<file path="config.mk">
export PLATFORM = sky130hd
export DESIGN_NAME = cvxif_offload_unit
export DESIGN_NICKNAME = d
export VERILOG_FILES = /design/src/rtl/cvxif_offload_unit_pkg.sv /design/src/rtl/cvxif_inflight_tbl.sv /design/src/rtl/cvxif_offload_unit.sv
export SDC_FILE = /design/constraint.sdc
export NUM_CORES = 1
export LEC_CHECK = 0
export CAP_MARGIN = 20
export CELL_PAD_IN_SITES_DETAIL_PLACEMENT = 0
export CELL_PAD_IN_SITES_GLOBAL_PLACEMENT = 2
export CORE_UTILIZATION = 19
export DETAILED_ROUTE_END_ITERATION = 10
export HOLD_SLACK_MARGIN = 0.02
export MAX_ROUTING_LAYER = met4
export PLACE_DENSITY = 0.82
export SLEW_MARGIN = 0
export SYNTH_ARGS = -nofsm -noshare
export SYNTH_HDL_FRONTEND = slang
export SYNTH_SLANG_ARGS = --single-unit
</file>
<file path="constraint.sdc">
create_clock -name clk_i -period 3.95 [get_ports clk_i]
set_input_delay 0.5925 -clock clk_i [delete_from_list [all_inputs] [get_ports clk_i]]
set_output_delay 0.5925 -clock clk_i [all_outputs]
set_load 0.005 [all_outputs]
</file>
<file path="src/rtl/cvxif_offload_unit_pkg.sv">
// Shared types for the CV-X-IF offload unit: core-side riscv/cvxif channel subset plus local table/queue records.
// CVXIF_TIMEOUT_EN adds instr and watchdog counter fields to every in-flight table entry.
package cvxif_offload_unit_pkg;

  localparam int unsigned XLEN          = 32;
  localparam int unsigned TRANS_ID_BITS = 3;
  localparam int unsigned X_NUM_RS      = 2;
  localparam int unsigned X_ID_WIDTH    = TRANS_ID_BITS;
  localparam int unsigned TO_CNT_BITS   = 16;

  typedef enum logic [1:0] {
    PRIV_LVL_U = 2'b00,
    PRIV_LVL_S = 2'b01,
    PRIV_LVL_M = 2'b11
  } priv_lvl_t;

  localparam logic [XLEN-1:0] ILLEGAL_INSTR = XLEN'(2);

  typedef struct packed {
    logic [XLEN-1:0] cause;
    logic [XLEN-1:0] tval;
    logic            valid;
  } exception_t;

  typedef struct packed {
    logic [31:0]                   instr;
    priv_lvl_t                     mode;
    logic [X_ID_WIDTH-1:0]         id;
    logic [X_NUM_RS-1:0][XLEN-1:0] rs;
    logic [X_NUM_RS-1:0]           rs_valid;
  } x_issue_req_t;

  typedef struct packed {
    logic accept;
  } x_issue_resp_t;

  typedef struct packed {
    logic [X_ID_WIDTH-1:0] id;
    logic                  x_kill;
  } x_commit_t;

  typedef struct packed {
    logic [X_ID_WIDTH-1:0] id;
    logic [XLEN-1:0]       data;
    logic                  we;
    logic                  exc;
    logic [5:0]            exccode;
  } x_result_t;

  typedef struct packed {
    logic         x_issue_valid;
    x_issue_req_t x_issue_req;
    logic         x_commit_valid;
    x_commit_t    x_commit;
    logic         x_result_ready;
  } cvxif_req_t;

  typedef struct packed {
    logic          x_issue_ready;
    x_issue_resp_t x_issue_resp;
    logic          x_result_valid;
    x_result_t     x_result;
  } cvxif_resp_t;

  typedef struct packed {
    logic                     valid;
    logic [TRANS_ID_BITS-1:0] id;
`ifdef CVXIF_TIMEOUT_EN
    logic [31:0]              instr;
    logic [TO_CNT_BITS-1:0]   cnt;
`endif
  } cvxif_tbl_entry_t;

  typedef struct packed {
    logic [TRANS_ID_BITS-1:0] id;
    logic [31:0]              instr;
  } cvxif_illegal_t;

  // Circular-buffer pointer advance for queues whose depth need not be a power of two.
  function automatic int unsigned wrap_inc(input int unsigned ptr, input int unsigned depth);
    return (ptr + 1 == depth) ? 0 : ptr + 1;
  endfunction

endpackage

</file>
<file path="src/rtl/cvxif_inflight_tbl.sv">
// Table of offloads accepted by the coprocessor and still awaiting a result.
// CVXIF_TIMEOUT_EN adds a per-entry watchdog that retires entries whose result never arrives.
module cvxif_inflight_tbl
  import cvxif_offload_unit_pkg::*;
#(
  parameter int unsigned NrEntries = 4
`ifdef CVXIF_TIMEOUT_EN
  , parameter int unsigned TimeoutCycles = 256
`endif
) (
  input  logic                     clk_i,
  input  logic                     rst_i,
  input  logic                     flush_i,
  input  logic                     alloc_i,
  input  logic [TRANS_ID_BITS-1:0] alloc_id_i,
`ifdef CVXIF_TIMEOUT_EN
  input  logic [31:0]              alloc_instr_i,
  input  logic                     to_ack_i,
  output logic                     to_valid_o,
  output logic [TRANS_ID_BITS-1:0] to_id_o,
  output logic [31:0]              to_instr_o,
`endif
  input  logic                     lookup_valid_i,
  input  logic [TRANS_ID_BITS-1:0] lookup_id_i,
  output logic                     hit_o,
  output logic                     full_o
);

  localparam int unsigned IdxW = (NrEntries > 1) ? $clog2(NrEntries) : 1;

  cvxif_tbl_entry_t     tbl_q [NrEntries];
  cvxif_tbl_entry_t     tbl_d [NrEntries];
  logic [NrEntries-1:0] match;
  logic [NrEntries-1:0] busy;
  logic [IdxW-1:0]      hit_idx;
  logic [IdxW-1:0]      free_idx;

  // Downward scans so the lowest matching / lowest free index wins.
  always_comb begin
    match    = '0;
    busy     = '0;
    hit_idx  = '0;
    free_idx = '0;
    for (int i = int'(NrEntries) - 1; i >= 0; i--) begin
      busy[i]  = tbl_q[i].valid;
      match[i] = tbl_q[i].valid && (tbl_q[i].id == lookup_id_i);
      if (match[i]) hit_idx = IdxW'(i);
      if (!tbl_q[i].valid) free_idx = IdxW'(i);
    end
    hit_o  = lookup_valid_i && (|match);
    full_o = &busy;
  end

`ifdef CVXIF_TIMEOUT_EN
  localparam logic [TO_CNT_BITS-1:0] CntLimit = TO_CNT_BITS'(TimeoutCycles - 1);

  logic [NrEntries-1:0] expired;
  logic [IdxW-1:0]      to_idx;

  always_comb begin
    expired = '0;
    to_idx  = '0;
    for (int i = int'(NrEntries) - 1; i >= 0; i--) begin
      expired[i] = tbl_q[i].valid && (tbl_q[i].cnt == CntLimit);
      if (expired[i]) to_idx = IdxW'(i);
    end
    to_valid_o = |expired;
    to_id_o    = tbl_q[to_idx].id;
    to_instr_o = tbl_q[to_idx].instr;
  end
`endif

  // Alloc only targets a free slot, so it never collides with the slot being freed.
  always_comb begin
    tbl_d = tbl_q;
`ifdef CVXIF_TIMEOUT_EN
    for (int i = 0; i < int'(NrEntries); i++) begin
      if (tbl_q[i].valid && (tbl_q[i].cnt != CntLimit)) tbl_d[i].cnt = tbl_q[i].cnt + 1'b1;
    end
    if (to_ack_i) tbl_d[to_idx].valid = 1'b0;
`endif
    if (hit_o) tbl_d[hit_idx].valid = 1'b0;
    if (alloc_i) begin
      tbl_d[free_idx].valid = 1'b1;
      tbl_d[free_idx].id    = alloc_id_i;
`ifdef CVXIF_TIMEOUT_EN
      tbl_d[free_idx].instr = alloc_instr_i;
      tbl_d[free_idx].cnt   = '0;
`endif
    end
  end

  always_ff @(posedge clk_i) begin
    if (rst_i || flush_i) begin
      for (int i = 0; i < int'(NrEntries); i++) tbl_q[i] <= '0;
    end else begin
      tbl_q <= tbl_d;
    end
  end

  dup_id: assert property (@(posedge clk_i) disable iff (rst_i)
    lookup_valid_i |-> ($countones(match) <= 1));

endmodule

</file>
<file path="src/rtl/cvxif_offload_unit.sv">
// CV-X-IF offload unit: issues to the coprocessor, tracks accepted offloads, queues rejected ones as
// illegal-instruction exceptions and multiplexes one writeback per cycle. Option: CVXIF_TIMEOUT_EN.
module cvxif_offload_unit
  import cvxif_offload_unit_pkg::*;
#(
  parameter int unsigned NrOutstanding = 4,
  parameter int unsigned IllegalQDepth = 2,
  parameter int unsigned NrRs          = 2,
  parameter int unsigned TimeoutCycles = 256
) (
  input  logic                     clk_i,
  input  logic                     rst_i,
  input  logic                     flush_i,
  input  priv_lvl_t                priv_lvl_i,
  input  logic                     x_valid_i,
  output logic                     x_ready_o,
  input  logic [31:0]              x_off_instr_i,
  input  logic [TRANS_ID_BITS-1:0] x_trans_id_i,
  input  logic [NrRs*XLEN-1:0]     x_rs_i,
  output logic                     x_valid_o,
  output logic [TRANS_ID_BITS-1:0] x_trans_id_o,
  output logic [XLEN-1:0]          x_result_o,
  output logic                     x_we_o,
  output exception_t               x_exception_o,
  output cvxif_req_t               cvxif_req_o,
  input  cvxif_resp_t              cvxif_resp_i
);

  localparam int unsigned PtrW = (IllegalQDepth > 1) ? $clog2(IllegalQDepth) : 1;
  localparam int unsigned CntW = $clog2(IllegalQDepth + 1);

  logic tbl_full;
  logic tbl_hit;
  logic illq_full;
  logic illq_empty;
  logic issue_valid;
  logic fire;
  logic alloc;
  logic push;
  logic pop;

  cvxif_illegal_t                 illq_q [IllegalQDepth];
  cvxif_illegal_t                 illq_head;
  logic [PtrW-1:0]                wr_ptr_q;
  logic [PtrW-1:0]                rd_ptr_q;
  logic [CntW-1:0]                illq_cnt_q;
  logic [2**TRANS_ID_BITS-1:0]    stale_ok_q;

`ifdef CVXIF_TIMEOUT_EN
  logic                     to_valid;
  logic                     to_ack;
  logic [TRANS_ID_BITS-1:0] to_id;
  logic [31:0]              to_instr;
`endif

  assign illq_full   = (illq_cnt_q == CntW'(IllegalQDepth));
  assign illq_empty  = (illq_cnt_q == '0);
  assign issue_valid = x_valid_i & ~tbl_full & ~illq_full & ~flush_i;
  assign x_ready_o   = cvxif_resp_i.x_issue_ready & ~tbl_full & ~illq_full & ~flush_i;
  assign fire        = x_valid_i & x_ready_o;
  assign alloc       = fire & cvxif_resp_i.x_issue_resp.accept;
  assign push        = fire & ~cvxif_resp_i.x_issue_resp.accept;
  assign pop         = ~illq_empty & ~tbl_hit;
  assign illq_head   = illq_q[rd_ptr_q];
`ifdef CVXIF_TIMEOUT_EN
  assign to_ack      = to_valid & ~tbl_hit & illq_empty;
`endif

  cvxif_inflight_tbl #(
    .NrEntries     (NrOutstanding)
`ifdef CVXIF_TIMEOUT_EN
    , .TimeoutCycles (TimeoutCycles)
`endif
  ) u_tbl (
    .clk_i          (clk_i),
    .rst_i          (rst_i),
    .flush_i        (flush_i),
    .alloc_i        (alloc),
    .alloc_id_i     (x_trans_id_i),
`ifdef CVXIF_TIMEOUT_EN
    .alloc_instr_i  (x_off_instr_i),
    .to_ack_i       (to_ack),
    .to_valid_o     (to_valid),
    .to_id_o        (to_id),
    .to_instr_o     (to_instr),
`endif
    .lookup_valid_i (cvxif_resp_i.x_result_valid),
    .lookup_id_i    (cvxif_resp_i.x_result.id),
    .hit_o          (tbl_hit),
    .full_o         (tbl_full)
  );

  // Payload fields stay zero unless an issue is actually offered, keeping the idle bus quiet.
  always_comb begin
    cvxif_req_o                = '0;
    cvxif_req_o.x_result_ready = 1'b1;
    cvxif_req_o.x_issue_valid  = issue_valid;
    cvxif_req_o.x_commit_valid = issue_valid;
    if (issue_valid) begin
      cvxif_req_o.x_issue_req.instr    = x_off_instr_i;
      cvxif_req_o.x_issue_req.mode     = priv_lvl_i;
      cvxif_req_o.x_issue_req.id       = x_trans_id_i;
      cvxif_req_o.x_issue_req.rs_valid = '1;
      cvxif_req_o.x_commit.id          = x_trans_id_i;
      for (int i = 0; i < int'(NrRs); i++) begin
        cvxif_req_o.x_issue_req.rs[i] = x_rs_i[i*XLEN +: XLEN];
      end
    end
  end

  always_comb begin
    x_valid_o     = 1'b0;
    x_trans_id_o  = '0;
    x_result_o    = '0;
    x_we_o        = 1'b0;
    x_exception_o = '0;
    if (tbl_hit) begin
      x_valid_o           = 1'b1;
      x_trans_id_o        = cvxif_resp_i.x_result.id;
      x_result_o          = cvxif_resp_i.x_result.data;
      x_we_o              = cvxif_resp_i.x_result.we;
      x_exception_o.valid = cvxif_resp_i.x_result.exc;
      x_exception_o.cause = XLEN'(cvxif_resp_i.x_result.exccode);
    end else if (!illq_empty) begin
      x_valid_o           = 1'b1;
      x_trans_id_o        = illq_head.id;
      x_exception_o.valid = 1'b1;
      x_exception_o.cause = ILLEGAL_INSTR;
      x_exception_o.tval  = XLEN'(illq_head.instr);
    end
`ifdef CVXIF_TIMEOUT_EN
    else if (to_valid) begin
      x_valid_o           = 1'b1;
      x_trans_id_o        = to_id;
      x_exception_o.valid = 1'b1;
      x_exception_o.cause = ILLEGAL_INSTR;
      x_exception_o.tval  = XLEN'(to_instr);
    end
`endif
  end

  always_ff @(posedge clk_i) begin
    if (push) illq_q[wr_ptr_q] <= '{id: x_trans_id_i, instr: x_off_instr_i};
  end

  always_ff @(posedge clk_i) begin
    if (rst_i || flush_i) begin
      wr_ptr_q   <= '0;
      rd_ptr_q   <= '0;
      illq_cnt_q <= '0;
    end else begin
      if (push) wr_ptr_q <= PtrW'(wrap_inc(32'(wr_ptr_q), IllegalQDepth));
      if (pop)  rd_ptr_q <= PtrW'(wrap_inc(32'(rd_ptr_q), IllegalQDepth));
      illq_cnt_q <= illq_cnt_q + CntW'(push) - CntW'(pop);
    end
  end

  // Ids whose late results may legitimately go unmatched: flushed or timed out since their issue.
  always_ff @(posedge clk_i) begin
    if (rst_i) begin
      stale_ok_q <= '0;
    end else if (flush_i) begin
      stale_ok_q <= '1;
    end else begin
`ifdef CVXIF_TIMEOUT_EN
      if (to_ack) stale_ok_q[to_id] <= 1'b1;
`endif
      if (alloc) stale_ok_q[x_trans_id_i] <= 1'b0;
    end
  end

  stale_result: assert property (@(posedge clk_i) disable iff (rst_i)
    (cvxif_resp_i.x_result_valid && !tbl_hit) |-> stale_ok_q[cvxif_resp_i.x_result.id]);

  cfg_ok: assert property (@(posedge clk_i)
    (NrOutstanding >= 1) && (IllegalQDepth >= 1) && (NrRs == X_NUM_RS) && (TimeoutCycles >= 2));

endmodule

</file>
==> results of run 1 <==
[per-stage QoR]
stage	worst slack, ns	hold slack, ns	util	cell area (um^2)
global placement	0.340	0.485	0.336	8570
CTS	0.291	0.501	0.348	8870
finish	0.297	0.505	0.348	8870
global route	0.114	0.546	0.348	8870
detailed placement	0.299	0.491	0.336	8570
floorplan	0.509	0.480	-	5090
[power groups by stage]
| stage | clock (mW) | combinational, mW | sequential, mW |
|---|---|---|---|
| after detailed placement | 0 | 0.440 | 1.07 |
| after CTS | 0.902 | 0.443 | 1.05 |
| after global placement | 0 | 0.441 | 1.07 |
| after floorplan | 0 | 0.152 | 1.06 |
| after global routing | 0.940 | 0.473 | 1.05 |
| final | 0.876 | 0.436 | 1.05 |
[cell usage after synthesis, drive strengths merged (4+ instances only)]
| master | n |
|---|---|
| and2 | 140 |
| edfxtp | 70 |
| nor2 | 51 |
| mux2i | 47 |
| buf | 46 |
| dfxtp | 21 |
| clkbuf | 19 |
| xnor2 | 15 |
| inv | 9 |
| nand4 | 5 |
| a21oi | 4 |
| nand2 | 4 |
[how the worst min path moves through the flow]
stage | end | slack [ns]
finish | flop | 0.51
global route | u_tbl.tbl_q[8] | 0.55
CTS | flop | 0.50
detailed placement | flop | 0.49
global placement | flop | 0.48
floorplan | flop | 0.48
[tightest hold or removal path, stage by stage (launching register included)]
cell     delay [ns]
dfxtp_1        0.30
o21ai_0        0.09
a21oi_1        0.07
[sequential cells by signal, indices dropped and copies added (netlist names), named ones only]
register / count
wr_ptr_q: 1
u_tbl.tbl_q: 12
u_tbl.busy: 4
illq_cnt_q: 2
illq_q: 70
rd_ptr_q: 1
[kinds of logic (layout without fill, tap and decap cells)]
family | after synthesis | after routing | share of synthesized area
AOI/OAI and AO/OA | 18 | 18 | 0.0255
xor gates and xnor gates | 15 | 15 | 0.0263
adders and majority gates | 2 | 2 | 0.00501
buffers and inverters | 74 | 368 | 0.0894
DFF | 91 | 91 | 0.505
muxes | 47 | 47 | 0.0941
other | 2 | 29 | 0.00150
and+or+nand+nor | 219 | 219 | 0.253
[final cells by class]
class,instances,area share
antenna,1,0.000282
clock buffer,9,0.0254
clock inverter,6,0.00832
inverter,9,0.00381
multi-input combinational,329,0.241
sequential,91,0.285
tap,330,0.0466
timing repair buffer,344,0.390
[metal layers]
layer,vias up,wire length [um],part of all wire,track usage
li1,2128,-,-,-
met1,1918,7320,0.45,0.152
met2,176,7940,0.48,0.191
met3,17,910,0.055,0.0242
met4,0,241,0.015,0.0354
met5,-,0,0,-
==> impl_metrics.csv, run 1 <==
group,metric,value,unit
placement,hpwlAfterDp,12700,um
worst_setup_path,worstReg2RegStart,"u_tbl.busy[0]",
power_and_ir_drop,seq_power_share,0.444,
power_and_ir_drop,intPower,1.82,mW
finish,total_area_of_multi_input_combinational_cells,2140,um^2
die,die_height,164,um
drt,wl_per_cell,14.7,um
die,top_ports,364,
synthesis,synthesis.area_per_instance,10.7,um^2
clock_tree,cts_max_level,3,
clock_tree,cts_root_buf,"clkbuf_16",
power_and_ir_drop,sw_frac_of_total,0.227,
power_and_ir_drop,post-layout-total-power,2.36,mW
drt,routed_wl,16400,um
finish,layout.nets,937,
synthesis,netlist.area_leader.share,0.421,
timing,max-slew-margin-rel,0.462,
timing,maxSlewViolCount,0,
finish,mostFrequentLayoutCells,"clkdlybuf4s50_1 (335), and2_1 (140), edfxtp_1 (70)",
synthesis,netlist_instances,468,
global_routing,global_route_wire_length_before_repair,23800,um
synthesis,postSynth.topFlopCell,"edfxtp_1",
drt,avgViaCountPerCell,3.79,
timing,setup_repair_after_global_routing_missed_its_margin,"no",
synthesis,ys_top_cells_by_area,"edfxtp_1 (42%), and2_1 (18%), mux2i_1 (9.4%), dfxtp_1 (8.4%), buf_4 (6.5%)",
clock_tree,clock-sinks,91,
global_routing,initial_antenna_violation_count,0,
global_routing,grt_usage,0.120,
worst_setup_path,worstPathArrival,3.06,ns
finish,final_cell_count_no_fill,1119,
clock_tree,clk_pin_slew_worst_paths,0.06,ns
power_and_ir_drop,power.switching,0.535,mW
clock_tree,cts_hold_buf,0,
worst_setup_path,crit_path_end,"x_exception_o[0]",
placement,placedCellCount,1103,
drt,drt_first_iter_violations,193,
global_routing,pin_count_of_the_biggest_net_entering_global_routing,79,
synthesis,yosysSeqAreaShare,0.505,
worst_setup_path,crit_path_top_delay_cell,"clkdlybuf4s50_1",
finish,syn2layout_area_growth,77.5,%
placement,port-buffer-count,335,
power_and_ir_drop,vdd.ir_drop.worst,177,uV
finish,post_route_cells_drive_above_1_share,0.0444,
synthesis,postSynth.asyncResetShare,0,
worst_setup_path,timing.reg2reg.worst_path_depth,5,
worst_setup_path,crit_path_max_incr_delay,0.56,ns
timing,worst_slew_pin_slew,0.808,ns
worst_setup_path,crit_chain,"clkdlybuf4s50_1, xnor2_1, nand4_1, a41oi_2, buf_12, nand2b_1, a21boi_0, clkdlybuf4s50_1",
hold_path,min_path_cells,2,
clock_tree,setup_bufs_post_cts,0,
power_and_ir_drop,leakagePower,3.12,nW
synthesis,synth-warning-count,0,
clock_tree,total_cts_buffers,9,
worst_setup_path,worst_ep_required_time,3.36,ns
finish,total_area_of_sequential_cells,2520,um^2
drt,ant_nets,0,
worst_setup_path,critPathMostFrequentCell,"clkdlybuf4s50_1",
run,max_cap_viol_count,0,
clock_tree,post_cts.resized_instances,0,
die,initial_standard_cell_utilization_of_the_core,0.196,
outcome,outcome,"finished clean",
finish,fill_cells,2557,
timing,totalNegativeSetupSlack,0,ns
die,core,25500,um^2
power_and_ir_drop,p_clk_frac,0.372,
worst_setup_path,reg2reg_slack,1.40,ns
worst_setup_path,worstReg2RegEnd,"illq_q[0][20]",
timing,final.setup_skew,0.00531,ns
drt,drc_errors,0,
die,die_area,27000,um^2
synthesis,synth_top_cell_by_area,"edfxtp_1",
placement,placer_s_final_routability_congestion_estimate,0.781,
synthesis,synth.cell_area,5000,um^2
drt,num_vias,4239,
global_routing,overflow,0,
hold_path,hold_start,"rd_ptr_q",
clock_tree,worstSkewPairLatency,0.34,ns
timing,finalCriticalPeriod,3.65,ns
worst_setup_path,crit_path_start_kind,"input pin",
finish,final_common_cell,"clkdlybuf4s50_1",
drt,firstDrtPassIters,4,
worst_setup_path,worst_path_buf_inv,3,
die,floorplan.rows,58,
clock_tree,clock_tree.buffer_depth,2,
worst_setup_path,worstSetupPathType,"input pin to output pin",
hold_path,min-delay-path-class,"flop to flop",
worst_setup_path,crit_path_max_fanout,49,
synthesis,synth_cell_types,38,
timing,fmax,274,MHz
timing,finalHoldViolations,0,
worst_setup_path,critical-path-top-delay-family,"buffers and inverters",
die,die_w,164,um
clock_tree,cts_tree,"yes",
timing,final_count_of_negative_setup_slack_endpoints,0,
worst_setup_path,critical_path_cell_count,8,
power_and_ir_drop,share_comb_of_total_power,0.185,
timing,crit_share_post_route,0.925,
worst_setup_path,cp-end-kind,"output pin",
global_routing,via_count_of_the_first_global_routing_pass,4218,
worst_setup_path,cp-startpoint,"cvxif_resp_i[41]",
synthesis,number_of_synthesized_flops_with_an_enable_pin,70,
power_and_ir_drop,power_density,266,nW/um^2
synthesis,number_of_register_bits_inferred_by_synthesis,91,
Power figures use the tool's default switching activity.
==> inputs of run 2 (changes only) <==
--- a/config.mk
+++ b/config.mk
@@ -8,11 +8,13 @@
 export CAP_MARGIN = 20
 export CELL_PAD_IN_SITES_DETAIL_PLACEMENT = 0
 export CELL_PAD_IN_SITES_GLOBAL_PLACEMENT = 2
+export CORE_MARGIN = 2
 export CORE_UTILIZATION = 19
 export DETAILED_ROUTE_END_ITERATION = 10
 export HOLD_SLACK_MARGIN = 0.02
 export MAX_ROUTING_LAYER = met4
 export PLACE_DENSITY = 0.82
+export SETUP_SLACK_MARGIN = 0.15
 export SLEW_MARGIN = 0
 export SYNTH_ARGS = -nofsm -noshare
 export SYNTH_HDL_FRONTEND = slang
==> run 2 against run 1 <==
Critical path depth is 1 lower; first-iteration DRC count is 13% lower; maximum frequency is 2.1% higher; non-clock buffer count is 2 lower; count of clock-buffer cells in the layout stayed put; final area is 0.32% lower; sequential power hardly changed; via count is 1.5% higher; cell count is 0.27% higher; wire length is 0.57% higher; register-to-register slack better by 0.02 ns; largest cell class unchanged; largest power group unchanged; highest routed layer unchanged.
==> impl_metrics.csv, run 2 (synthesis results as in run 1) <==
group,metric,value,unit
drt,wl_per_cell,14.7,um
global_routing,grt_usage,0.121,
placement,hpwlAfterDp,12700,um
drt,met1_length,6630,um
die,core,25900,um^2
worst_setup_path,critPathMostFrequentCell,"clkdlybuf4s50_1",
die,floorplan.rows,59,
power_and_ir_drop,p_clk_frac,0.358,
worst_setup_path,crit_path_start_kind,"input pin",
global_routing,global_route_wire_length_before_repair,25100,um
finish,regMostFlops,"illq_q",
global_routing,pin_count_of_the_biggest_net_entering_global_routing,82,
hold_path,min-delay-path-class,"flop to flop",
finish,final_common_cell,"clkdlybuf4s50_1",
worst_setup_path,worstReg2RegEnd,"illq_cnt_q[1]",
global_routing,via_count_of_the_first_global_routing_pass,4461,
power_and_ir_drop,power_density,261,nW/um^2
drt,drc_errors,0,
clock_tree,worstSkewPairLatency,0.35,ns
clock_tree,total_cts_buffers,9,
timing,finalHoldViolations,0,
finish,finalInstanceArea,8840,um^2
timing,totalNegativeSetupSlack,0,ns
clock_tree,post_cts.resized_instances,0,
drt,avgViaCountPerCell,3.83,
timing,final.setup_skew,0.0108,ns
placement,placedCellCount,1106,
run,max_cap_viol_count,0,
drt,highest_layer,"met4",
placement,placer_s_final_routability_congestion_estimate,0.770,
power_and_ir_drop,power.switching,0.546,mW
placement,port-buffer-count,335,
clock_tree,cts_root_buf,"clkbuf_16",
drt,detailroute.wirelength.met2,8740,um
drt,routed_wl,16500,um
die,top_ports,364,
placement,place_worst_setup_slack,0.328,ns
power_and_ir_drop,intPower,1.76,mW
finish,post_route_cells_drive_above_1_share,0.0407,
clock_tree,setup_bufs_post_cts,0,
power_and_ir_drop,share_comb_of_total_power,0.189,
worst_setup_path,crit_path_top_delay_cell,"clkdlybuf4s50_1",
clock_tree,clk_pin_slew_worst_paths,0.06,ns
timing,setup_slack,0.373,ns
timing,crit_share_post_route,0.906,
clock_tree,cts_max_level,3,
outcome,outcome,"finished clean",
drt,drt_first_iter_violations,167,
timing,max-slew-margin-rel,0.544,
hold_path,min_path_cells,2,
clock_tree,clock_tree.buffer_depth,2,
finish,syn2layout_area_growth,76.9,%
timing,final_count_of_negative_setup_slack_endpoints,0,
worst_setup_path,crit_path_max_fanout,5,
finish,final_cell_count_no_fill,1122,
power_and_ir_drop,leakagePower,3.10,nW
placement,place_area,8560,um^2
die,initial_standard_cell_utilization_of_the_core,0.193,
timing,maxSlewViolCount,0,
worst_setup_path,crit_path_max_incr_delay,0.58,ns
power_and_ir_drop,sw_frac_of_total,0.237,
timing,worst_slew_pin_slew,0.679,ns
worst_setup_path,worstPathArrival,2.98,ns
finish,layout.nets,935,
worst_setup_path,worst_ep_required_time,3.36,ns
die,die_area,27600,um^2
drt,num_vias,4301,
clock_tree,cts_tree,"yes",
global_routing,overflow,0,
timing,finalCriticalPeriod,3.58,ns
timing,fmax,280,MHz
timing,setup_repair_after_global_routing_missed_its_margin,"no",
power_and_ir_drop,seq_power_share,0.452,
die,die_height,166,um
hold_path,hold_start,"rd_ptr_q",
clock_tree,clock-sinks,91,
worst_setup_path,crit_chain,"clkdlybuf4s50_1, xnor2_1, nand4_1, a41oi_2, nand2b_1, a21boi_0, clkdlybuf4s50_1",
timing,tightest_hold_margin,0.513,ns
die,die_w,166,um
finish,antenna_cells,0,
clock_tree,cts_hold_buf,0,
finish,mostFrequentLayoutCells,"clkdlybuf4s50_1 (335), and2_1 (140), edfxtp_1 (70)",
drt,firstDrtPassIters,4,
finish,fill_cells,2604,
worst_setup_path,worstReg2RegStart,"u_tbl.tbl_q[13]",
worst_setup_path,cp-end-kind,"output pin",
global_routing,initial_antenna_violation_count,0,
drt,ant_nets,0,
drt,wl_met3,947,um
finish,largest_register_ffs,70,
worst_setup_path,reg2reg_slack,1.42,ns
hold_path,hold_end,"rd_ptr_q",
power_and_ir_drop,vdd.ir_drop.worst,152,uV
worst_setup_path,timing.reg2reg.worst_path_depth,12,
worst_setup_path,worstSetupPathType,"input pin to output pin",
## run 2: per-layer routing
metal  vias up  global-route usage
met1      1980               0.131
met2       190               0.221
met3        10              0.0262
li1       2121                   -
met4         0              0.0352
met5         -                   -
## run 2: worst max-delay path by stage
| stage | slack, ns | from | depth (start not counted) | end |
|---|---|---|---|---|
| 3_5_place_dp | 0.33 | cvxif_resp_i[41] | 7 | x_exception_o[34] |
| 2_1_floorplan | 0.51 | flush_i | 4 | illq_q[0][0] |
| 6_report | 0.37 | cvxif_resp_i[41] | 7 | x_exception_o[34] |
| 3_3_place_gp | 0.37 | cvxif_resp_i[42] | 8 | x_trans_id_o[0] |
| 5_1_grt | 0.20 | cvxif_resp_i[42] | 7 | x_exception_o[0] |
| 4_1_cts | 0.33 | cvxif_resp_i[41] | 7 | x_exception_o[34] |
## run 2: area by class of cell
class,count,area [um^2],area share
clock buffers,9,225,0.0255
multi-input cells,329,2140,0.242
repair buffers,342,3440,0.389
well taps,335,419,0.0474
clock inverters,7,56.3,0.00637
inverters,9,33.8,0.00382
flip-flops and latches,91,2520,0.285
## run 2: critical path: cells and delay by family
kind	cells	cell delay (ns)
buffers and inverters	2	1.10
AOI/OAI and AO/OA	2	0.55
and+or+nand+nor	2	0.43
xor gates and xnor gates	1	0.32
## run 2: power groups by stage
stage / Clock [mW] / Sequential, mW / Combinational (mW)
6_report: 0.828 / 1.04 / 0.437
5_1_grt: 0.903 / 1.05 / 0.476
4_1_cts: 0.867 / 1.04 / 0.447
3_5_place_dp: 0 / 1.07 / 0.444
3_3_place_gp: 0 / 1.07 / 0.444
2_1_floorplan: 0 / 1.06 / 0.152
## run 2: through the flow
stage	power, mW	utilization
after detailed placement	1.51	0.330
final	2.31	0.341
after global placement	1.51	0.330
after floorplan	1.21	-
after CTS	2.36	0.341
after global routing	2.42	0.341
